--- src/rtl/fetch_unit_pkg.sv ---
// rtl/fetch_unit_pkg.sv - shared word width, fetch state encoding and reset PC default
package fetch_unit_pkg;

  localparam int WORD = 32;
  localparam logic [WORD-1:0] DEFAULT_RESET_PC = 32'h0000_0000;

  typedef enum logic [1:0] {
    BOOT  = 2'd0,
    RUN   = 2'd1,
    FAULT = 2'd2
  } fetch_state_t;

  function automatic logic word_aligned(input logic [1:0] low_bits);
    return low_bits == 2'b00;
  endfunction

endpackage

--- src/rtl/fetch_queue.sv ---
// rtl/fetch_queue.sv - synchronous instruction FIFO carrying word and PC, with flush
module fetch_queue
  import fetch_unit_pkg::*;
#(
  parameter int DEPTH = 2
) (
  input  logic                   clk,
  input  logic                   rst,
  input  logic                   push,
  input  logic [WORD-1:0]        push_data,
  input  logic [WORD-1:0]        push_pc,
  input  logic                   pop,
  input  logic                   flush,
  output logic [WORD-1:0]        head_data,
  output logic [WORD-1:0]        head_pc,
  output logic                   full,
  output logic                   empty,
  output logic [$clog2(DEPTH):0] count
);
  localparam int AW = $clog2(DEPTH);
  localparam int CW = AW + 1;

  logic [WORD-1:0] data_mem [DEPTH];
  logic [WORD-1:0] pc_mem   [DEPTH];
  logic [AW-1:0]   rd_ptr, wr_ptr;
  logic            do_push, do_pop;

  assign empty     = (count == '0);
  assign full      = (count == CW'(DEPTH));
  assign do_push   = push && !full;
  assign do_pop    = pop && !empty;
  assign head_data = data_mem[rd_ptr];
  assign head_pc   = pc_mem[rd_ptr];

  // Storage is cleared on reset so the head reads as zero until the first push.
  always_ff @(posedge clk or posedge rst) begin
    if (rst) begin
      rd_ptr <= '0;
      wr_ptr <= '0;
      count  <= '0;
      for (int i = 0; i < DEPTH; i++) begin
        data_mem[i] <= '0;
        pc_mem[i]   <= '0;
      end
    end else if (flush) begin
      rd_ptr <= '0;
      wr_ptr <= '0;
      count  <= '0;
    end else begin
      if (do_push) begin
        data_mem[wr_ptr] <= push_data;
        pc_mem[wr_ptr]   <= push_pc;
        wr_ptr           <= wr_ptr + AW'(1);
      end
      if (do_pop) begin
        rd_ptr <= rd_ptr + AW'(1);
      end
      count <= count + CW'(do_push) - CW'(do_pop);
    end
  end

endmodule

--- src/rtl/fetch_unit.sv ---
// rtl/fetch_unit.sv - fetch front end: PC sequencing, request throttling, redirect and fault handling
module fetch_unit
  import fetch_unit_pkg::*;
#(
  parameter logic [WORD-1:0] RESET_PC = DEFAULT_RESET_PC,
  parameter int              QDEPTH   = 2
) (
  input  logic            clk,
  input  logic            rst,
  output logic            imem_req,
  output logic [WORD-1:0] imem_addr,
  input  logic            imem_gnt,
  input  logic            imem_rvalid,
  input  logic [WORD-1:0] imem_rdata,
  output logic            inst_valid,
  output logic [WORD-1:0] inst,
  output logic [WORD-1:0] inst_pc,
  input  logic            inst_ready,
  input  logic            redirect,
  input  logic [WORD-1:0] redirect_pc,
  output logic            fetch_fault
);
  localparam int CW = $clog2(QDEPTH) + 1;
  localparam int BW = CW + 1;

  fetch_state_t    state, state_nx;
  logic [WORD-1:0] pc, pc_nx, resp_pc, resp_pc_nx;
  logic [CW-1:0]   outstanding, outstanding_nx, discard, discard_nx, occupancy;
  logic            q_full, q_empty, rsp, grant, push, pop;
  logic [BW-1:0]   in_use;

  fetch_queue #(.DEPTH(QDEPTH)) u_queue (
    .clk       (clk),
    .rst       (rst),
    .push      (push),
    .push_data (imem_rdata),
    .push_pc   (resp_pc),
    .pop       (pop),
    .flush     (redirect),
    .head_data (inst),
    .head_pc   (inst_pc),
    .full      (q_full),
    .empty     (q_empty),
    .count     (occupancy)
  );

  assign rsp         = imem_rvalid && (outstanding != '0);
  assign grant       = imem_req && imem_gnt;
  assign inst_valid  = (state == RUN) && !q_empty;
  assign pop         = inst_valid && inst_ready && !redirect;
  assign push        = rsp && (discard == '0) && (state == RUN) && !redirect && !q_full;
  assign fetch_fault = (state == FAULT);
  assign imem_addr   = pc;

  // A slot freed by this cycle's pop is reusable at once, sustaining one fetch per cycle.
  assign in_use   = BW'(occupancy) - BW'(pop) + BW'(outstanding);
  assign imem_req = (state == RUN) && !redirect && (in_use < BW'(QDEPTH));

  always_comb begin
    state_nx       = state;
    pc_nx          = pc;
    resp_pc_nx     = resp_pc;
    outstanding_nx = outstanding - CW'(rsp);
    discard_nx     = discard;
    if (redirect) begin
      // Everything still in flight after this cycle belongs to the old stream.
      state_nx   = word_aligned(redirect_pc[1:0]) ? RUN : FAULT;
      pc_nx      = redirect_pc;
      resp_pc_nx = redirect_pc;
      discard_nx = outstanding_nx;
    end else begin
      if (state == BOOT) begin
        state_nx = RUN;
      end
      if (grant) begin
        pc_nx          = pc + 32'd4;
        outstanding_nx = outstanding_nx + CW'(1);
      end
      if (rsp && (discard != '0)) begin
        discard_nx = discard - CW'(1);
      end
      if (push) begin
        resp_pc_nx = resp_pc + 32'd4;
      end
    end
  end

  always_ff @(posedge clk or posedge rst) begin
    if (rst) begin
      state       <= BOOT;
      pc          <= RESET_PC;
      resp_pc     <= RESET_PC;
      outstanding <= '0;
      discard     <= '0;
    end else begin
      state       <= state_nx;
      pc          <= pc_nx;
      resp_pc     <= resp_pc_nx;
      outstanding <= outstanding_nx;
      discard     <= discard_nx;
    end
  end

endmodule
--- config.mk ---
export PLATFORM = sky130hd
export DESIGN_NAME = fetch_unit
export DESIGN_NICKNAME = d
export VERILOG_FILES = /design/src/rtl/fetch_unit_pkg.sv /design/src/rtl/fetch_queue.sv /design/src/rtl/fetch_unit.sv
export SDC_FILE = /design/constraint.sdc
export NUM_CORES = 1
export LEC_CHECK = 0
export CORE_MARGIN = 4
export CORE_UTILIZATION = 39
export DETAILED_ROUTE_END_ITERATION = 12
export PLACE_DENSITY = 0.6
export SLEW_MARGIN = 20
export SYNTH_ARGS = -nofsm -noshare
export SYNTH_HDL_FRONTEND = slang
export SYNTH_SLANG_ARGS = --single-unit
--- constraint.sdc ---
create_clock -name clk -period 5.7 [get_ports clk]
set_input_delay 0.57 -clock clk [delete_from_list [all_inputs] [get_ports clk]]
set_output_delay 0.57 -clock clk [all_outputs]
set_load 0.01 [all_outputs]
==> flow_summary_export.csv, run 1 <==
group,metric,value,unit
yosys,synth_cell_types,59,
finish,fin_util,51.0,%
sta,hold_violations,0,
clocking,cts-root-buf,"clkbuf_16",
power_and_ir_drop,p_clk_share,35.0,%
sta,finalCritPeriodShare,67.6,%
yosys,synth_area_per_cell,12.0,µm²
clocking,cts_max_level,1,
sta,setup_viol_count_final,0,
sta,report.final.slew_viol_count,0,
power_and_ir_drop,ir_worst_vdd,0.000186,V
global_route,grt_pass1_vias,7195,
worst_setup_path,cp_cell_sequence,"nand2b_1, a21oi_1, nand2_1, nor2_1, ha_1, nand2b_1, fa_1, xnor2_1, nor2_1, clkdlybuf4s50_1",
route,wire_per_inst,18.3,µm
sta,tns,0,ns
power_and_ir_drop,p_sw_share,26.8,%
yosys,async_reset_ff_share,100,%
place,place_inst,1270,
global_route,antenna_found_initial,0,
job,maxCapViolCount,0,
worst_setup_path,required,5.13,ns
yosys,yosys_most_used_dff,"dfrtp_1",
route,drc_errors,0,
yosys,syn-num-nets,889,
yosys,ys_seq_elements,202,
clocking,cts_resized,0,
place,placed_area,0.0117,mm²
worst_setup_path,cp.arrival,3.28,ns
sta,worst_slew_margin_rel,33.3,%
clocking,cts_hold_buf,0,
clocking,clk_pin_slew,0.06,ns
floorplanning,io_pins,169,
route,ant_nets,0,
yosys,synth_edf_count,0,
power_and_ir_drop,internal_power,0.00307,W
worst_setup_path,worstSetupStartpointType,"register",
worst_hold_path,min_path_type,"register to register",
global_route,grt_pass1_wl,39.7,mm
sta,worst_pin_slew,0.997,ns
route,first_pass_iters,5,
finish,syn_to_final_growth,28.0,%
route,vias,7011,
worst_setup_path,cp_max_fo,5,
yosys,yosysSeqAreaShare,52.0,%
worst_setup_path,end_kind,"output port",
clocking,clkSinkCount,202,
power_and_ir_drop,p_comb_share,22.7,%
power_and_ir_drop,p_per_area,337,mW/mm²
clocking,cts_buffer_depth,3,
worst_setup_path,max_stage_delay,0.50,ns
floorplanning,rows,57,
yosys,synth.cell_area,0.00971,mm²
clocking,post-cts-setup-buffers,0,
sta,finClkSkew,0.00908,ns
yosys,syn_inst,810,
finish,final_area,0.0124,mm²
route,wl,24.0,mm
route,dr.first_iter.drc_count,428,
finish,layout.nets,1051,
worst_setup_path,critPathKind,"register to output port",
sta,grt_setup_unrepaired,"false",
finish,drive_gt1_share,25.4,%
power_and_ir_drop,p_sw,0.00112,W
clocking,cts_tree,"yes",
floorplanning,core,0.0244,mm²
worst_setup_path,slowest_stage,"clkdlybuf4s50_1",
floorplanning,die_h,166,µm
outcome,outcome,"complete, no violations",
power_and_ir_drop,p_seq_share,42.3,%
finish,finish.cell_count_without_fillers,1312,
floorplanning,die_area,0.0275,mm²
floorplanning,fp.dieW,166,µm
global_route,gr-usage-all-layers,17.3,%
route,vias_per_cell,5.34,
global_route,grt_max_degree,149,
sta,timing.fmax,0.260,GHz
clocking,clock_latency,0.51,ns
power_and_ir_drop,total_power,0.00419,W
place,gp_congestion,0.821,
global_route,overflow,0,
floorplanning,start_util,39.8,%
sta,fin_crit,3.85,ns
clocking,cts_made_buffers,24,
place,io_buffer_count,168,
finish,diodes,0,
power_and_ir_drop,p_leak,5.52,nW
place,hpwlAfterDp,16.2,mm
yosys,yosysWarningCount,0,
[layout make-up]
cell class | instances | area, µm²
fill | 2196 | 12000
sequential | 202 | 5060
multi-input combinational | 548 | 4370
timing repair buffer | 177 | 1760
clock buffer | 34 | 719
tap | 324 | 405
inverter | 19 | 75.1
clock inverter | 8 | 52.6
[metal layers]
| layer | up-vias | part of all wire (%) | GRT usage (%) |
|---|---|---|---|
| met1 | 3456 | 48 | 25.8 |
| met2 | 217 | 44 | 26.2 |
| met4 | 0 | 2.2 | 4.09 |
| met5 | - | 0 | 0 |
| met3 | 30 | 5.4 | 3.48 |
| li1 | 3308 | - | - |
[cells by family (layout without fill, tap and decap cells)]
family          after synthesis  after routing  synth area share, %
compound gates              125            125                 8.63
xor+xnor                     16             16                 1.44
fa+ha+maj                     9              9                 1.24
buf+inv                      60            238                 2.95
flops                       202            202                 52.0
mux                         188            188                 21.8
simple gates                210            210                 11.9
[worst max-delay path, delay by kind of cell (launching register included)]
kind	cells	cell delay, ns
simple gates	5	0.66
fa+ha+maj	2	0.60
buf+inv	1	0.50
flops	1	0.43
xor+xnor	1	0.39
compound gates	1	0.18
[cell usage in the layout (no fill, tap or decap), drive strengths merged, types with 11 or more instances in the layout]
cell type      count
xor2              11
clkdlybuf4s50    167
nand3             32
inv               17
nor2              33
dfrtp            202
o211ai            28
nand4             29
o311ai            14
mux2             188
clkbuf            34
a21oi             15
o21ai             41
a31oi             11
nand2             72
[synth_stat cells (2+ instances only)]
library cell | n | area, µm²
inv_1 | 17 | 63.8
clkbuf_1 | 20 | 75.1
o21ai_0 | 36 | 180
mux2_1 | 6 | 67.6
or3_1 | 7 | 43.8
nand3_1 | 31 | 155
nor2b_1 | 3 | 18.8
o41ai_1 | 2 | 17.5
nand4_2 | 2 | 25.0
buf_4 | 3 | 22.5
nor4_4 | 3 | 63.8
and2_1 | 2 | 12.5
nand2b_1 | 3 | 18.8
buf_6 | 5 | 56.3
buf_1 | 3 | 11.3
a21o_1 | 2 | 15.0
buf_2 | 10 | 50.1
nor2_1 | 32 | 120
o311ai_1 | 4 | 35.0
ha_1 | 8 | 100
nor3_1 | 6 | 30.0
a31o_2 | 2 | 17.5
nor4_1 | 2 | 12.5
a31oi_1 | 11 | 68.8
xor2_1 | 11 | 96.3
and4_1 | 2 | 17.5
nand4_1 | 27 | 169
a21oi_1 | 15 | 75.1
mux2_2 | 182 | 2050
o211a_1 | 3 | 30.0
nand2_1 | 71 | 267
o311ai_0 | 10 | 87.6
o211ai_1 | 28 | 210
xnor2_1 | 5 | 43.8
and3_1 | 6 | 37.5
dfrtp_1 | 202 | 5050
o21a_1 | 2 | 15.0
o21ai_1 | 5 | 25.0
[stage by stage]
step	setup slack (ns)	hold WS, ns
CTS	1.82	0.483
global placement	1.97	0.468
floorplan	2.40	0.450
global route	1.66	0.501
detailed placement	1.84	0.470
finish	1.85	0.479
[power by group through the flow]
| stage | registers, W | logic (W) | clock network [W] |
|---|---|---|---|
| 2_1_floorplan | 0.00176 | 0.000519 | 0 |
| 3_3_place_gp | 0.00179 | 0.000958 | 0 |
| 3_5_place_dp | 0.00180 | 0.000964 | 0 |
| 4_1_cts | 0.00177 | 0.000971 | 0.00152 |
| 5_1_grt | 0.00180 | 0.00105 | 0.00157 |
| 6_report | 0.00177 | 0.000951 | 0.00147 |
[sequential cells by signal, indices dropped and copies added (netlist names)]
register	count
u_queue.rd_ptr	1
u_queue.data_mem	64
u_queue.wr_ptr	1
resp_pc	32
u_queue.count	2
outstanding	2
imem_addr	32
u_queue.pc_mem	64
state	2
discard	2
[path summary, 6_finish.rpt]
path	startpoint	end	slack, ns	cells past startpoint
worst min-delay path	u_queue.pc_mem[1]	u_queue.pc_mem[1]	0.48	2
worst min register to register	u_queue.pc_mem[1]	u_queue.pc_mem[1]	0.48	2
min in group asynchronous	rst	u_queue.data_mem[55]	0.63	3
worst max-delay path	state[1]	imem_req	1.85	10
worst max register to register	state[1]	imem_addr[17]	2.08	12
max in group asynchronous	rst	u_queue.pc_mem[47]	4.43	3
No activity file was read; power rests on OpenSTA's default activity.
==> run 2: changes to the inputs <==
- clock period: 5.7 -> 3.45 ns (I/O delays scaled with it)
==> flow_summary_export.csv, run 2 (synthesis results as in run 1) <==
group,metric,value,unit
sta,worst_pin_slew,0.722,ns
sta,setup_viol_count_final,0,
route,wire_per_inst,18.8,µm
worst_setup_path,required,3.11,ns
route,dr.first_iter.drc_count,454,
sta,fin_ws,0.224,ns
power_and_ir_drop,p_sw_share,26.4,%
power_and_ir_drop,p_per_area,558,mW/mm²
finish,final_common_cell,"dfrtp_1",
worst_setup_path,cp_cell_sequence,"inv_1, a21oi_2, nand2_1, nor2_1, ha_1, nand2b_1, fa_1, nand4bb_4, nor2_1, dlygate4sd2_1",
sta,hold_violations,0,
clocking,post-cts-setup-buffers,0,
finish,drive_gt1_share,26.1,%
floorplanning,start_util,39.8,%
route,first_pass_iters,5,
clocking,cts_made_buffers,23,
power_and_ir_drop,p_leak,5.60,nW
finish,final_area,0.0126,mm²
clocking,cts_hold_buf,0,
clocking,cts_max_level,1,
job,maxCapViolCount,0,
place,io_buffer_count,168,
route,vias,7133,
finish,biggestRegsByFlops,"u_queue.data_mem: 64 flops, u_queue.pc_mem: 64 flops",
sta,fin_crit,3.23,ns
floorplanning,core,0.0244,mm²
sta,worst_slew_margin_rel,51.6,%
global_route,grt_pass1_wl,40.9,mm
sta,grt_setup_unrepaired,"false",
power_and_ir_drop,p_seq_share,41.7,%
power_and_ir_drop,total_power,0.00702,W
worst_setup_path,crit_top_cell,"nor2_1",
worst_setup_path,worstSetupStartpointType,"register",
power_and_ir_drop,ir_worst_vdd,0.000521,V
clocking,cts_buffer_depth,3,
global_route,overflow,0,
global_route,grt_pass1_vias,7320,
clocking,cts_resized,1,
clocking,cts_tree,"yes",
sta,timing.fmax,0.310,GHz
worst_setup_path,cp.arrival,2.88,ns
finish,diodes,0,
place,hpwlAfterDp,16.5,mm
route,drc_errors,0,
floorplanning,io_pins,169,
power_and_ir_drop,internal_power,0.00517,W
finish,final_cell_mix,"dfrtp_1, mux2_2, clkdlybuf4s50_1",
global_route,gr-usage-all-layers,17.9,%
worst_setup_path,critPathKind,"register to output port",
power_and_ir_drop,p_comb_share,22.9,%
finish,fillers,2191,
place,gp_congestion,0.820,
floorplanning,rows,57,
clocking,clkSinkCount,202,
route,vias_per_cell,5.41,
global_route,antenna_found_initial,0,
finish,multi_input_area,0.00438,mm²
sta,finalCritPeriodShare,93.5,%
clocking,clk_pin_slew,0.06,ns
floorplanning,fp.dieW,166,µm
place,placed_area,0.0118,mm²
worst_setup_path,cp_max_fo,4,
worst_setup_path,slowest_stage,"fa_1",
sta,report.final.slew_viol_count,0,
worst_setup_path,r2r_cells,13,
route,ant_nets,0,
worst_setup_path,max_stage_delay,0.53,ns
clocking,cts-root-buf,"clkbuf_16",
power_and_ir_drop,p_clk_share,35.4,%
worst_setup_path,end_kind,"output port",
global_route,grt_max_degree,73,
place,dp_slack,-0.0176,ns
finish,syn_to_final_growth,29.4,%
clocking,clock_latency,0.51,ns
route,wl,24.7,mm
sta,finClkSkew,0.0199,ns
worst_hold_path,min_path_type,"input pin to async pin",
finish,seq_area,0.00506,mm²
power_and_ir_drop,p_sw,0.00185,W
floorplanning,die_h,166,µm
outcome,outcome,"complete, no violations",
floorplanning,die_area,0.0275,mm²
finish,layout.nets,1057,
[run 2: path summary, 6_finish.rpt]
| kind | start | end | slack (ns) |
|---|---|---|---|
| worst max-delay path | u_queue.count[0] | imem_req | 0.22 |
| worst min-delay path | rst | u_queue.data_mem[28] | 0.23 |
| worst max register to register | u_queue.count[0] | imem_addr[18] | 0.31 |
| worst min register to register | u_queue.pc_mem[28] | u_queue.pc_mem[28] | 0.48 |
| max in group asynchronous | rst | u_queue.pc_mem[27] | 2.50 |
| min in group clk | redirect_pc[1] | imem_addr[1] | 0.44 |
[run 2: metrics by stage]
step	instances	util (%)	setup TNS [ns]	hold slack (ns)
6_report	1318	51.5	0	0.233
5_1_grt	1318	51.5	0	0.251
4_1_cts	1318	51.5	0	0.223
3_5_place_dp	1277	48.3	-0.0260	0.472
3_3_place_gp	1277	48.3	0	0.463
2_1_floorplan	810	-	0	0.450
[run 2: routing by layer]
| layer | wire, µm | vias up | track usage, % |
|---|---|---|---|
| met4 | 551 | 0 | 4.23 |
| li1 | - | 3310 | - |
| met2 | 11000 | 222 | 27.2 |
| met1 | 11600 | 3570 | 25.9 |
| met3 | 1580 | 31 | 4.38 |
| met5 | 0 | - | 0 |
[run 2: power groups by stage]
stage	registers (W)	logic, W	clock network (W)
CTS	0.00293	0.00162	0.00258
finish	0.00293	0.00161	0.00249
global placement	0.00296	0.00159	0
global route	0.00298	0.00175	0.00268
floorplan	0.00290	0.000857	0
detailed placement	0.00297	0.00161	0
[run 2: layout make-up]
type	count	share of cell area, %
clock buffer	34	5.46
clock inverter	7	0.727
inverter	19	0.597
multi-input combinational	548	34.9
sequential	202	40.2
tap	324	3.23
timing repair buffer	184	14.9
[run 2: worst max-delay path: cells and delay by family, from the launching register on]
family | cells | cell delay [ns]
AOI/OAI and AO/OA | 1 | 0.16
adders and majority gates | 2 | 0.76
buffers and inverters | 2 | 0.40
DFF | 1 | 0.40
and+or+nand+nor | 5 | 0.65
